--- src/rtl/instr_fetch_unit.sv ---
// Fetch stage: drives memory read port 1 and hands instructions to decode
// over a valid/ready handshake, with PC redirect and a handshake counter.
module instr_fetch_unit #(
    parameter int ADDR_W   = 11,
    parameter int DATA_W   = 32,
    parameter int RESET_PC = 0
) (
    input  logic              clk,
    input  logic              resetn,
    input  logic              fetch_en,
    input  logic              redirect_valid,
    input  logic [ADDR_W-1:0] redirect_pc,
    output logic              mem_r_en,
    output logic [ADDR_W-1:0] mem_r_adrs,
    input  logic [DATA_W-1:0] mem_data,
    output logic              if_valid,
    input  logic              if_ready,
    output logic [DATA_W-1:0] if_instr,
    output logic [ADDR_W-1:0] if_pc,
    output logic [31:0]       fetch_count
);

    logic [ADDR_W-1:0] pc_q, pc_d;
    logic [ADDR_W-1:0] pend_pc_q, pend_pc_d;
    logic [ADDR_W-1:0] if_pc_q, if_pc_d;
    logic              pend_q, pend_d;
    logic              if_valid_q, if_valid_d;
    logic [DATA_W-1:0] if_instr_q, if_instr_d;
    logic [31:0]       fetch_count_q, fetch_count_d;

    logic handshake;
    logic capture;
    logic issue;

    // The memory holds its output until the next read, so a new read is only
    // allowed once the pending response is captured in this same cycle.
    assign handshake  = if_valid_q && if_ready;
    assign capture    = pend_q && (!if_valid_q || if_ready);
    assign issue      = resetn && !redirect_valid && fetch_en && (!pend_q || capture);
    assign mem_r_en   = resetn && fetch_en && (redirect_valid || !pend_q || capture);
    assign mem_r_adrs = redirect_valid ? redirect_pc : pc_q;

    always_comb begin
        pc_d          = pc_q;
        pend_d        = pend_q;
        pend_pc_d     = pend_pc_q;
        if_valid_d    = if_valid_q;
        if_instr_d    = if_instr_q;
        if_pc_d       = if_pc_q;
        fetch_count_d = handshake ? fetch_count_q + 32'd1 : fetch_count_q;

        if (redirect_valid) begin
            // Flush both the presented instruction and any in-flight response.
            if_valid_d = 1'b0;
            pend_d     = fetch_en;
            if (fetch_en) begin
                pend_pc_d = redirect_pc;
                pc_d      = redirect_pc + 1'b1;
            end else begin
                pc_d = redirect_pc;
            end
        end else begin
            if (issue) begin
                pend_d    = 1'b1;
                pend_pc_d = pc_q;
                pc_d      = pc_q + 1'b1;
            end else if (capture) begin
                pend_d = 1'b0;
            end

            if (capture) begin
                if_valid_d = 1'b1;
                if_instr_d = mem_data;
                if_pc_d    = pend_pc_q;
            end else if (handshake) begin
                if_valid_d = 1'b0;
            end
        end
    end

    always_ff @(posedge clk) begin
        if (!resetn) begin
            pc_q          <= ADDR_W'(RESET_PC);
            pend_q        <= 1'b0;
            pend_pc_q     <= '0;
            if_valid_q    <= 1'b0;
            if_instr_q    <= '0;
            if_pc_q       <= '0;
            fetch_count_q <= '0;
        end else begin
            pc_q          <= pc_d;
            pend_q        <= pend_d;
            pend_pc_q     <= pend_pc_d;
            if_valid_q    <= if_valid_d;
            if_instr_q    <= if_instr_d;
            if_pc_q       <= if_pc_d;
            fetch_count_q <= fetch_count_d;
        end
    end

    assign if_valid    = if_valid_q;
    assign if_instr    = if_instr_q;
    assign if_pc       = if_pc_q;
    assign fetch_count = fetch_count_q;

endmodule
--- config.mk ---
export PLATFORM = sky130hd
export DESIGN_NAME = instr_fetch_unit
export DESIGN_NICKNAME = d
export VERILOG_FILES = /design/src/rtl/instr_fetch_unit.sv
export SDC_FILE = /design/constraint.sdc
export NUM_CORES = 1
export LEC_CHECK = 0
export CAP_MARGIN = 5
export CORE_ASPECT_RATIO = 1.4
export CORE_MARGIN = 2
export CORE_UTILIZATION = 35
export CTS_CLUSTER_SIZE = 10
export DETAILED_ROUTE_END_ITERATION = 16
export DONT_BUFFER_PORTS = 1
export PLACE_DENSITY = 0.52
export SLEW_MARGIN = 20
export SYNTH_ARGS = -nofsm -noshare
export SYNTH_HDL_FRONTEND = slang
export SYNTH_SLANG_ARGS = --single-unit
--- constraint.sdc ---
create_clock -name clk -period 2 [get_ports clk]
set_input_delay 0.6 -clock clk [delete_from_list [all_inputs] [get_ports clk]]
set_output_delay 0.6 -clock clk [all_outputs]
set_load 0.02 [all_outputs]
==> qor.yml <==
antenna_found_initial: 0
hold_path.class: "in -> reg"
seqPwrFrac_pct: 50.9
fin_skew_ns: 0.00696
dp_cells: 703
drive_above_1_share_pct: 12.2
synthFlopType: "dfxtp_1"
rsz0062_at_grt: "false"
end_kind: "output port"
postLayoutCoreUtil_pct: 40.5
slowest_stage: "dfxtp_1"
cts.htree.levels: 3
final_cells: 719
ctsRootBufferMaster: "clkbuf_16"
pwr-share-clk_pct: 42.1
synth_top_cell_by_area: "dfxtp_1"
synth_edf_count: 0
synthMuxAreaShare_pct: 4.68
power.total_mw: 4.14
cts_buffer_depth: 2
dp_hpwl_um: 8360
switching_share_pct: 26.3
period_share_pct: 92.8
track_usage_pct: 17.4
grt_overflow: 0
nets: 612
crit_fanout: 3
cts_buffers: 9
internal-power_mw: 3.05
postSynthCellCount: 553
cts_tree: "yes"
yosysSeqAreaShare_pct: 43.9
critPathBufInv: 2
wl_per_cell_um: 16.6
ys_seq_elements: 99
drv_slew: 0
synth_nets: 604
synth_top_family_by_area: "simple AND/OR/NAND/NOR gates"
grt_max_degree: 86
power.combinational.fraction_pct: 7.0
num_rows: 49
ys_warn_count: 0
yosysTopAreaCellShare_pct: 43.9
area_growth_pct: 14.4
grt_pass1_vias: 3767
vias: 3939
fillers: 1334
die-area_sq_um: 13800
die_y_um: 138
clk_pin_slew_ns: 0.07
viasPerCell: 5.48
yosys.area_share.simple_pct: 28.0
num_io_pins: 136
synthTopCellsByArea: "dfxtp_1, nand2_1, a21oi_1"
setup_viol: 0
max_freq_ghz: 0.539
fin_area_sq_um: 5160
antennaDiodeCount: 0
period_needed_ns: 1.86
path_cells: "inv_1 > o21ai_1 > buf_4"
max-vdd-ir-drop_v: 0.000404
drt_wl_total_um: 11900
synth-adder-area-share_pct: 0.831
powerDensity_nw_per_um2: 802
grt_pass1_wl_um: 19400
place_congestion: 0.771
drc: 0
ant_nets: 0
synth_compound_area_share_pct: 13.2
critPathRequiredTime_ns: 1.40
leakagePower_nw: 1.85
status: "finished clean"
cts_sinks: 99
io_buffers: 0
slowest_delay_ns: 0.37
maxCapViolCount: 0
critPathKind: "reg -> out"
netlist_area_sq_um: 4520
slew_headroom_pct: 71.7
die_w_um: 100
coreArea_sq_um: 12800
dr.pass1.iters: 4
hold_violations: 0
syn_area_per_cell_sq_um: 8.17
synth_xor_area_share_pct: 4.85
initial_core_util_pct: 35.4
synth.distinct_cells: 43
critPathLaunchType: "flop"
final_cell_mix: "nand2_1, dfxtp_1, a21oi_1, buf_4, nor3_1"
dpl_cell_area_sq_um: 4870
fin_setup_tns_ns: 0
layout_commonest_cell: "nand2_1"
drt_iter0_markers: 123
arrival_ns: 1.26
async_flop_share_pct: 0
worst_pin_slew_ns: 0.423
p_switching_mw: 1.09
path_delay_family: "flip-flops"
worst_skew_pair.late_latency_ns: 0.35
[metal layers]
metal	vias up	part of all wire, %	track usage (%)
met2	94	51	30.2
met3	18	5.8	4.90
met1	1871	41	20.0
met5	-	0	0
li1	1956	-	-
met4	0	2.6	6.92
[cells in the mapped netlist, drive strengths merged (7+ instances only)]
master / instances
a21oi: 69
and3: 7
and4: 8
buf: 12
clkbuf: 28
dfxtp: 99
inv: 10
mux2: 9
mux2i: 11
nand2: 120
nand2b: 12
nand3: 12
nand4: 19
nor2: 18
nor3: 24
nor4: 10
o31ai: 12
or4: 12
xnor2: 12
xor2: 13
[through the flow]
stage          hold WS [ns]  setup slack [ns]
2_1_floorplan         0.432           0.00799
3_3_place_gp          0.449            0.0760
3_5_place_dp          0.455            0.0334
4_1_cts               0.337            0.0493
5_1_grt               0.343            0.0472
6_report              0.362             0.144
[final cells by class]
| cell class | count | area, sq um | share of cell area (%) |
|---|---|---|---|
| Multi-Input combinational cell | 404 | 2350 | 45.4 |
| Timing Repair Buffer | 37 | 315 | 6.10 |
| Sequential cell | 99 | 1980 | 38.4 |
| Clock buffer | 10 | 239 | 4.63 |
| Clock inverter | 6 | 53.8 | 1.04 |
| Tap cell | 153 | 191 | 3.71 |
| Inverter | 10 | 37.5 | 0.727 |
[power groups by stage]
| stage | logic (mW) | clock network, mW | registers [mW] |
|---|---|---|---|
| detailed placement | 0.294 | 0 | 2.16 |
| CTS | 0.296 | 1.81 | 2.11 |
| floorplan | 0.247 | 0 | 2.14 |
| finish | 0.289 | 1.74 | 2.11 |
| global placement | 0.289 | 0 | 2.15 |
| global route | 0.327 | 1.89 | 2.12 |
[path summary, 6_finish.rpt]
check / startpoint / to / slack [ns] / cells after the start
setup / recovery: pc_q[9] / mem_r_adrs[9] / 0.14 / 3
hold / removal: redirect_valid / pc_q[1] / 0.36 / 1
setup reg to reg: fetch_count[1] / fetch_count[28] / 0.21 / 4
hold reg to reg: pend_pc_q[2] / if_pc[2] / 0.46 / 2
[state kept, by name, indices dropped and copies added, names as in the netlist]
name,cells
fetch_count,32
if_instr,32
if_pc,11
if_valid,1
pc_q,11
pend_pc_q,11
pend_q,1
[kinds of logic (layout without fill, tap and decap cells)]
group                    after synthesis  in the layout
buffers and inverters                 50             63
AND/OR/NAND/NOR                      254            254
adder cells (fa/ha/maj)                3              3
flip-flops                            99             99
AO/OA/AOI/OAI                        102            102
multiplexers                          20             20
XOR/XNOR                              25             25
[timing repair]
| item | CTS | global route |
|---|---|---|
| hold buffers | 0 | 0 |
| endpoints found under the setup margin | 0 | 1 |
| setup buffers | 0 | 0 |
| gates resized for setup | 0 | 1 |
Note: power is estimated with default switching activity, not from simulation.
